`src/rtl/keypad_scan_decoder_pkg.sv`:
```
// Shared keypad types and constants: scan FSM states, matrix size and the
// (row, column) to hex-code keymap.
package keypad_pkg;

    localparam int KP_ROWS = 4;
    localparam int KP_COLS = 4;

    typedef enum logic [1:0] {
        SCAN,
        DEBOUNCE,
        PRESSED,
        RELEASE
    } kp_state_e;

    // Keypad legend: r0 = 1 2 3 A, r1 = 4 5 6 B, r2 = 7 8 9 C, r3 = * 0 # D,
    // with '*' reported as E and '#' reported as F.
    function automatic logic [3:0] kp_map(input logic [1:0] row, input logic [1:0] col);
        logic [3:0] code;
        code = 4'h0;
        case ({row, col})
            4'h0: code = 4'h1;
            4'h1: code = 4'h2;
            4'h2: code = 4'h3;
            4'h3: code = 4'hA;
            4'h4: code = 4'h4;
            4'h5: code = 4'h5;
            4'h6: code = 4'h6;
            4'h7: code = 4'hB;
            4'h8: code = 4'h7;
            4'h9: code = 4'h8;
            4'hA: code = 4'h9;
            4'hB: code = 4'hC;
            4'hC: code = 4'hE;
            4'hD: code = 4'h0;
            4'hE: code = 4'hF;
            4'hF: code = 4'hD;
            default: code = 4'h0;
        endcase
        return code;
    endfunction

endpackage

```
`src/rtl/keypad_scan_decoder_if.sv`:
```
// Key delivery bus: decoded code with valid/ack handshake, sticky overrun flag
// and the history of the last four accepted codes.
interface keypad_scan_decoder_if;

    logic [3:0]  key_code;
    logic        key_valid;
    logic        key_ack;
    logic        overrun;
    logic [15:0] digits;

    // Decoder side produces keys, consumer side acknowledges them.
    modport master (
        output key_code,
        output key_valid,
        output overrun,
        output digits,
        input  key_ack
    );

    modport slave (
        input  key_code,
        input  key_valid,
        input  overrun,
        input  digits,
        output key_ack
    );

endinterface

```
`src/rtl/keypad_scan_decoder_scan_tick_gen.sv`:
```
// Row-dwell divider: produces a one-clock tick every SCAN_DIV clocks.
module scan_tick_gen #(
    parameter int SCAN_DIV = 150000
) (
    input  logic clk,
    input  logic reset,
    output logic tick
);

    localparam int               DIV_W    = $clog2(SCAN_DIV);
    localparam logic [DIV_W-1:0] DIV_LAST = DIV_W'(SCAN_DIV - 1);

    logic [DIV_W-1:0] r_div;

    assign tick = (r_div == DIV_LAST);

    // Free-running divider that wraps to zero on the tick cycle.
    always_ff @(posedge clk or negedge reset) begin
        if (!reset) begin
            r_div <= '0;
        end else if (tick) begin
            r_div <= '0;
        end else begin
            r_div <= r_div + DIV_W'(1);
        end
    end

endmodule

```
`src/rtl/keypad_scan_decoder.sv`:
```
// 4x4 active-low matrix keypad scanner: synchronizes the columns, walks one
// low row per tick, debounces press and release over DEBOUNCE_SCANS tick
// samples, and delivers each accepted key on a valid/ack handshake.
module keypad_scan_decoder
    import keypad_pkg::*;
#(
    parameter int SCAN_DIV       = 150000,
    parameter int DEBOUNCE_SCANS = 4
) (
    input  logic                  clk,
    input  logic                  reset,
    input  logic [KP_COLS-1:0]    col_in,
    output logic [KP_ROWS-1:0]    row_out,
    keypad_scan_decoder_if.master kp_if
);

    localparam int               CNT_W    = $clog2(DEBOUNCE_SCANS + 1);
    localparam logic [CNT_W-1:0] CNT_LAST = CNT_W'(DEBOUNCE_SCANS);

    logic               w_tick;
    logic [KP_COLS-1:0] r_col_p0;
    logic [KP_COLS-1:0] r_col_p1;

    kp_state_e          r_state;
    kp_state_e          w_state_nxt;
    logic [1:0]         r_row;
    logic [1:0]         w_row_nxt;
    logic [1:0]         r_col_idx;
    logic [1:0]         w_col_idx_nxt;
    logic [CNT_W-1:0]   r_cnt;
    logic [CNT_W-1:0]   w_cnt_nxt;
    logic [CNT_W-1:0]   w_cnt_inc;

    logic               w_hit;
    logic [1:0]         w_hit_col;
    logic               w_same;
    logic               w_col_high;
    logic               w_event;
    logic [3:0]         w_code;

    logic [3:0]         r_key_code;
    logic               r_key_valid;
    logic               r_overrun;
    logic [15:0]        r_digits;

    scan_tick_gen #(
        .SCAN_DIV (SCAN_DIV)
    ) u_tick (
        .clk   (clk),
        .reset (reset),
        .tick  (w_tick)
    );

    assign row_out    = ~(KP_ROWS'(1) << r_row);
    assign w_same     = (r_col_p1 == ~(KP_COLS'(1) << r_col_idx));
    assign w_col_high = r_col_p1[r_col_idx];
    assign w_cnt_inc  = r_cnt + CNT_W'(1);
    assign w_code     = kp_map(r_row, r_col_idx);

    // Two-flop synchronizer for the asynchronous column inputs (idle = all high).
    always_ff @(posedge clk or negedge reset) begin
        if (!reset) begin
            r_col_p0 <= '1;
            r_col_p1 <= '1;
        end else begin
            r_col_p0 <= col_in;
            r_col_p1 <= r_col_p0;
        end
    end

    // A hit is exactly one low column; none or several low (ghosting) is rejected.
    always_comb begin
        w_hit     = 1'b0;
        w_hit_col = 2'd0;
        case (r_col_p1)
            4'b1110: begin w_hit = 1'b1; w_hit_col = 2'd0; end
            4'b1101: begin w_hit = 1'b1; w_hit_col = 2'd1; end
            4'b1011: begin w_hit = 1'b1; w_hit_col = 2'd2; end
            4'b0111: begin w_hit = 1'b1; w_hit_col = 2'd3; end
            default: begin w_hit = 1'b0; w_hit_col = 2'd0; end
        endcase
    end

    // Scan FSM state, current row, captured column and debounce count.
    always_ff @(posedge clk or negedge reset) begin
        if (!reset) begin
            r_state   <= SCAN;
            r_row     <= 2'd0;
            r_col_idx <= 2'd0;
            r_cnt     <= '0;
        end else begin
            r_state   <= w_state_nxt;
            r_row     <= w_row_nxt;
            r_col_idx <= w_col_idx_nxt;
            r_cnt     <= w_cnt_nxt;
        end
    end

    // Next-state logic; everything moves only on tick, the row only while scanning.
    always_comb begin
        w_state_nxt   = r_state;
        w_row_nxt     = r_row;
        w_col_idx_nxt = r_col_idx;
        w_cnt_nxt     = r_cnt;
        w_event       = 1'b0;
        if (w_tick) begin
            unique case (r_state)
                SCAN: begin
                    if (w_hit) begin
                        w_col_idx_nxt = w_hit_col;
                        w_cnt_nxt     = CNT_W'(1);
                        w_state_nxt   = DEBOUNCE;
                    end else begin
                        w_row_nxt = r_row + 2'd1;
                    end
                end
                DEBOUNCE: begin
                    if (w_same) begin
                        w_cnt_nxt = w_cnt_inc;
                        if (w_cnt_inc == CNT_LAST) begin
                            w_state_nxt = PRESSED;
                            w_cnt_nxt   = '0;
                            w_event     = 1'b1;
                        end
                    end else begin
                        w_state_nxt = SCAN;
                        w_cnt_nxt   = '0;
                        w_row_nxt   = r_row + 2'd1;
                    end
                end
                PRESSED: begin
                    if (w_col_high) begin
                        w_cnt_nxt   = CNT_W'(1);
                        w_state_nxt = RELEASE;
                    end
                end
                RELEASE: begin
                    if (w_col_high) begin
                        w_cnt_nxt = w_cnt_inc;
                        if (w_cnt_inc == CNT_LAST) begin
                            w_state_nxt = SCAN;
                            w_cnt_nxt   = '0;
                            w_row_nxt   = r_row + 2'd1;
                        end
                    end else begin
                        w_state_nxt = PRESSED;
                        w_cnt_nxt   = '0;
                    end
                end
                default: begin
                    w_state_nxt = SCAN;
                    w_cnt_nxt   = '0;
                end
            endcase
        end
    end

    // Key delivery: a new key wins over an ack in the same cycle and keeps valid high.
    always_ff @(posedge clk or negedge reset) begin
        if (!reset) begin
            r_key_code  <= 4'h0;
            r_key_valid <= 1'b0;
            r_overrun   <= 1'b0;
            r_digits    <= 16'h0000;
        end else if (w_event) begin
            r_key_code  <= w_code;
            r_key_valid <= 1'b1;
            r_digits    <= {r_digits[11:0], w_code};
            if (r_key_valid && !kp_if.key_ack) begin
                r_overrun <= 1'b1;
            end
        end else if (r_key_valid && kp_if.key_ack) begin
            r_key_valid <= 1'b0;
            r_overrun   <= 1'b0;
        end
    end

    assign kp_if.key_code  = r_key_code;
    assign kp_if.key_valid = r_key_valid;
    assign kp_if.overrun   = r_overrun;
    assign kp_if.digits    = r_digits;

endmodule

```
`src/flat_wrapper.sv`:
```
// flat-port wrapper written by rule: the top's interface ports become plain ports
module keypad_scan_decoder_flat import keypad_pkg::*;
#(
    parameter int SCAN_DIV       = 150000,
    parameter int DEBOUNCE_SCANS = 4
)
  (clk, reset, col_in, row_out, kp_if_key_code, kp_if_key_valid, kp_if_overrun, kp_if_digits, kp_if_key_ack);
  keypad_scan_decoder_if kp_if_i ();
  input  logic clk;
  input  logic reset;
  input  logic [KP_COLS-1:0] col_in;
  output logic [KP_ROWS-1:0] row_out;
  output wire logic [$bits(kp_if_i.key_code)-1:0] kp_if_key_code;
  output wire logic [$bits(kp_if_i.key_valid)-1:0] kp_if_key_valid;
  output wire logic [$bits(kp_if_i.overrun)-1:0] kp_if_overrun;
  output wire logic [$bits(kp_if_i.digits)-1:0] kp_if_digits;
  input wire logic [$bits(kp_if_i.key_ack)-1:0] kp_if_key_ack;
  assign kp_if_key_code = kp_if_i.key_code;
  assign kp_if_key_valid = kp_if_i.key_valid;
  assign kp_if_overrun = kp_if_i.overrun;
  assign kp_if_digits = kp_if_i.digits;
  assign kp_if_i.key_ack = kp_if_key_ack;
  keypad_scan_decoder #(.SCAN_DIV(SCAN_DIV), .DEBOUNCE_SCANS(DEBOUNCE_SCANS)) u_core (.clk(clk), .reset(reset), .col_in(col_in), .row_out(row_out), .kp_if(kp_if_i));
endmodule
```
`config.mk`:
```
export PLATFORM = sky130hd
export DESIGN_NAME = keypad_scan_decoder_flat
export DESIGN_NICKNAME = d
export VERILOG_FILES = /design/src/rtl/keypad_scan_decoder_pkg.sv /design/src/rtl/keypad_scan_decoder_if.sv /design/src/rtl/keypad_scan_decoder_scan_tick_gen.sv /design/src/rtl/keypad_scan_decoder.sv /design/src/flat_wrapper.sv
export SDC_FILE = /design/constraint.sdc
export NUM_CORES = 1
export LEC_CHECK = 0
export BUFFER_PORTS_ARGS = -buffer_cell sky130_fd_sc_hd__buf_2
export CAP_MARGIN = 15
export CORE_MARGIN = 2
export CORE_UTILIZATION = 45
export DETAILED_ROUTE_END_ITERATION = 10
export GPL_TIMING_DRIVEN = 0
export HOLD_SLACK_MARGIN = 0.06
export SYNTH_ARGS = -nofsm -noshare
export SYNTH_HDL_FRONTEND = slang
export SYNTH_SLANG_ARGS = --single-unit
```
`constraint.sdc`:
```
create_clock -name clk -period 3.39 [get_ports clk]
set_input_delay 0.1695 -clock clk [delete_from_list [all_inputs] [get_ports clk]]
set_output_delay 0.1695 -clock clk [all_outputs]
set_load 0.02 [all_outputs]
```
# == Yosys cells after proc, flatten, opt, wreduce, memory -nomap -nowiden ==
# Memories as Yosys holds them, arrays and structs flattened.
# Index checks and enable logic that the tools add are counted.
# word_totals
memories,1
romBits,64
elab_cells,82
input_bits,7
reg_bits,57
# mem_list
name,depth,width,read_ports,rd_clocked_by_memory_dff,wr,line,text
(name not given),16,4,1,0,0,keypad_scan_decoder_pkg.sv:20,"case ({row, col})"
# op_classes
addsub,3
n_mux,31
order_cmp,1
n_reduce_logical,12
shift,2
n_eq_ne,19
bitwise_logic,2
# ops
cell,count
2-bit two-way mux,10
"18-bit by 1-bit adder with 18-bit output, second input constant",1
"18-bit == test, second input constant",1
18-bit two-way mux,1
3-bit two-way mux,5
"4-bit == test, second input constant",3
2-bit case mux with 3 select lines,2
3-bit case mux with 4 select lines,1
1-bit two-way mux,10
"2-bit by 1-bit != test with 1-bit output, second input constant",4
4-bit inverter,2
2-bit case mux with 4 select lines,1
"1-bit by 2-bit left shift with 4-bit output, first input constant",2
"2-bit != test, second input constant",3
"3-bit != test, second input constant",2
3-bit AND reduction,2
6-bit AND reduction,1
5-bit AND reduction,1
"2-bit == test, second input constant",2
"4-bit by 3-bit == test with 1-bit output, second input constant",1
4-bit == test,1
4-bit OR reduction,1
"3-bit by 1-bit adder with 3-bit output, second input constant",1
"3-bit == test, second input constant",1
other kinds (10),11

# == Longest topological paths before layout ==
# logic_depth
depth_word,8
mapped_depth,8
depth_no_buf,7

# == Hierarchy ==
# A second synthesis with hierarchy kept.
# unflattened
cells_unflattened,252
hier_area_um2,2839.0
# by_module_without_submodules
module,area_each_um2,seq_area_each_um2,cells_per_inst,n_inst
keypad_scan_decoder,1938.1,885.8,170,1
scan_tick_gen,900.9,450.4,82,1

# == Worst setup path before layout ==
# No wires, ideal clock.
# synth_path
kind,register to register
startpoint,reg u_core.r_col_idx[0]
endpoint,reg u_core.r_digits[3] (netlist: u_core.kp_if.digits[3])
n_path_buf,1
stages_incl_launch_ff,9
t_arrival_ps,1934
path_slack_ps,1331
setup_time_ps,125
synth_period_minus_slack_ps,2059
cell_sequence,dfrtp_1 -> inv_1 -> ha_1 -> a2bb2oi_1 -> nand4_1 -> nor3_4 -> nand3_4 -> buf_6 -> mux2_4
# synth_between
elab_chain_cells,6
# synth_lines
item,line,text
"start, declared",keypad_scan_decoder.sv:28,logic [1:0] r_col_idx;
"start signal, assigned",keypad_scan_decoder.sv:94,r_col_idx <= w_col_idx_nxt;
1-bit by 2-bit left shift with 4-bit output,keypad_scan_decoder.sv:55,assign w_same = (r_col_p1 == ~(KP_COLS'(1) << r_col_idx));
4-bit inverter,keypad_scan_decoder.sv:55,
4-bit == test,keypad_scan_decoder.sv:55,
1-bit two-way mux,keypad_scan_decoder.sv:118,if (w_same) begin
1-bit two-way mux,keypad_scan_decoder.sv:107,unique case (r_state)
1-bit two-way mux,keypad_scan_decoder.sv:106,if (w_tick) begin
"end signal, assigned",keypad_scan_decoder.sv:168,"r_digits <= {r_digits[11:0], w_code};"
"end, declared",keypad_scan_decoder.sv:44,logic [15:0] r_digits;
# Several ways; a longest one is shown, not always the timed one.
# A chain may end at the register's enable or synchronous reset.

# == Worst setup path after layout ==
# layout_path
startpoint,reg u_core.r_col_idx[0]
endpoint,reg u_core.r_digits[6] (netlist: u_core.kp_if.digits[6])
# layout_between
elab_chain_cells,6
# layout_lines
item,line
1-bit by 2-bit left shift with 4-bit output,keypad_scan_decoder.sv:55
4-bit inverter,keypad_scan_decoder.sv:55
4-bit == test,keypad_scan_decoder.sv:55
1-bit two-way mux,keypad_scan_decoder.sv:118
1-bit two-way mux,keypad_scan_decoder.sv:107
1-bit two-way mux,keypad_scan_decoder.sv:106
# Every way passes these cells.

==> metrics.cfg <==
[synthesis]
syn_inst = 227
async_reset_ff_share_pct = 100
netlist_area_mm2 = 0.00268
ys_seq_area_share_pct = 49.8
ys_types = 46
yosys_most_used_dff = dfrtp_1
synth-edff-count = 0
ys_ff_latch = 53
yosysWarnings = 0
synth_area_per_cell_um2 = 11.8
syn_nets = 247

[grt]
grt_pass1_vias = 1596
grt_usage_pct = 14.8
grt_pass1_wl_mm = 7.47
antenna_found_initial = 0
gr-usage-met3_pct = 3.67
grt_start_max_net_pins = 35
overflow = 0
use_met2_pct = 22.1
grt_busiest_layer = met2
use_met1_pct = 21.3

[critical_path]
critPathCapture = u_core.kp_if.digits[6]
path_depth = 8
crit_buf_inv = 2
startpoint = u_core.r_col_idx[0]
path_max_fanout = 10
timing.reg2reg.setup_slack_ns = 1.04
crit_type = reg2reg
cp_slowest_stage_delay_ns = 0.48
r2r-start = u_core.r_col_idx[0]
end_kind = register
critPathArrivalTime_ns = 2.54
cp_top_family = simple AND/OR/NAND/NOR gates
r2r_end = u_core.kp_if.digits[6]
critPathRequiredTime_ns = 3.58
reg2regPathDepth = 8
worstPathCellList = inv_1 -> ha_1 -> a2bb2oi_1 -> nand4_1 -> nor3_4 -> nand3_4 -> buf_6 -> mux2_4
cp-start-kind = register
crit_slowest_cell = dfrtp_1

[placed_design]
globalplace.congestion = 0.680
hpwlAfterDp_mm = 3.21
port_buffers = 32
numPlacedInstances = 335

[power]
power_frac_seq_pct = 62.2
peakVddDrop_uv = 178
total_power_mw = 1.04
comb_power_share_pct = 3.7
switching_power_mw = 0.220
p_clk_share_pct = 34.1
leakagePower_nw = 1.52
swShare_pct = 21.2
intPower_mw = 0.819
p_per_area_mw_per_mm2 = 336

[routing]
dr.pass1.iters = 4
vias = 1739
drc = 0
wl_per_cell_um = 12.9
totalWireLength_mm = 4.49
routed_via_density = 5.01
drt-initial-drc-count = 79
ant_nets = 0

[floorplanning]
core-area_mm2 = 0.00585
pin_count = 33
die_w_um = 81.2
initial_core_util_pct = 45.8
die_h_um = 81.2
rows = 28
die_area_mm2 = 0.00659

[sta]
setup_tns_ns = 0
holdWs_ns = 0.0964
setup_viol = 0
fin_crit_ns = 2.35
grt_setup_unrepaired = no
drv_slew = 0
hold_violations = 0
relSlewSlack_pct = 68.2
skew_ns = 0.00324
period_share_pct = 69.4
max_slew.worst_pin.slew_ns = 0.478
max_freq_ghz = 0.425

[clock_tree]
root_buffer = clkbuf_8
post_cts_buffers = 0
clock_path_buffers = 2
h-tree-depth = 2
cts.sinks = 53
worst_skew_pair.late_latency_ns = 0.30
cts_hold_buf = 5
cts_tree = yes
cts_made_buffers = 5
path_clk_slew_ns = 0.09
cts_resized = 0

[job]
cap_violations = 0

[cells_and_area]
fin_util_pct = 52.8
final_cell_count_no_fill = 347
nFillCells = 529
insertedDiodeCount = 0
syn_to_final_growth_pct = 15.3
multi_input_area_mm2 = 0.00123
final_nets = 292
final_layout_size_suffix_gt1_share_pct = 28.7
seq_area_mm2 = 0.00134

[outcome]
outcome = finished, final reports clean

[worst_hold_path]
holdCritPathClass = in2reg

## sequential cells by signal, indices dropped and copies added, names as in the netlist
register,flops
u_core.u_tick.r_div,18
u_core.kp_if.digits,16
u_core.r_col_p0,4
u_core.r_col_p1,4
u_core.r_cnt,3
u_core.r_col_idx,2
u_core.r_row,2
u_core.r_state,2
u_core.kp_if.key_valid,1
u_core.kp_if.overrun,1
## cell usage after synthesis (all sizes together), types with 4 or more instances
library cell | count | area (µm²)
nand4 | 9 | 56.3
nand2 | 14 | 52.6
inv | 12 | 45.0
clkbuf | 5 | 18.8
buf | 6 | 48.8
nor2 | 19 | 78.8
mux2 | 18 | 229
ha | 13 | 163
nand3 | 6 | 42.5
xor2 | 11 | 96.3
xnor2 | 10 | 87.6
o21ai | 7 | 35.0
dfrtp | 45 | 1130
mux2i | 4 | 40.0
dfstp | 8 | 210
and3 | 4 | 25.0
nor2b | 5 | 31.3
## through the flow
step / worst slack [ns] / area [µm²]
after floorplan: 1.33 / 2680
after global placement: 1.07 / 2940
after detailed placement: 1.05 / 2960
after CTS: 1.03 / 3090
after global routing: 0.904 / 3090
final: 1.04 / 3090
## final cells by class
class | count | area share, %
buffer | 11 | 2.19
clock buffer | 7 | 2.79
inverter | 12 | 1.46
multi-input combinational | 151 | 39.9
sequential | 53 | 43.2
tap | 75 | 3.04
timing repair buffer | 38 | 7.45
## placed cells by master (no fill, tap or decap), types with 4 or more instances in the layout
master	n
clkbuf_8	6
mux2i_1	4
nand2_1	14
nor2_1	18
nand3_1	5
dfrtp_1	45
o21ai_0	7
nand4_1	9
dfstp_2	8
xor2_1	11
buf_2	32
mux2_4	7
nor2b_1	5
buf_4	5
ha_1	13
clkbuf_1	6
and3_1	4
dlygate4sd3_1	5
xnor2_1	10
inv_1	12
mux2_2	10
## power groups by stage
stage	Sequential [mW]	Clock [mW]	Combinational (mW)
global placement	0.658	0	0.0328
floorplan	0.659	0	0.0122
CTS	0.646	0.370	0.0403
global route	0.647	0.392	0.0445
detailed placement	0.658	0	0.0359
finish	0.646	0.355	0.0387
## cells by family after synthesis
logic type	synth area share, %
fa+ha+maj	6.07
flops	49.8
xor+xnor	6.86
buf+inv	4.20
mux	10.9
compound gates	6.21
simple gates	16.0
## how the worst min path moves through the flow
stage | start | endpoint | slack, ns | cells after the start
finish | kp_if_key_ack | u_core.kp_if.key_valid | 0.1 | 2
detailed placement | reset | u_core.kp_if.digits[15] | 0.16 | 1
global placement | col_in[0] | u_core.r_col_p0[0] | 0.27 | 1
floorplan | reset | u_core.kp_if.digits[0] | -0.13 | 0
CTS | kp_if_key_ack | u_core.kp_if.key_valid | 0.09 | 2
global route | kp_if_key_ack | u_core.kp_if.overrun | 0.11 | 2
## routing by layer
metal,share of wire (%),vias up
met3,4.3,6
met1,51,823
li1,-,874
met2,44,36
met5,0,-
met4,1.2,0
Power figures use the tool's default switching activity.
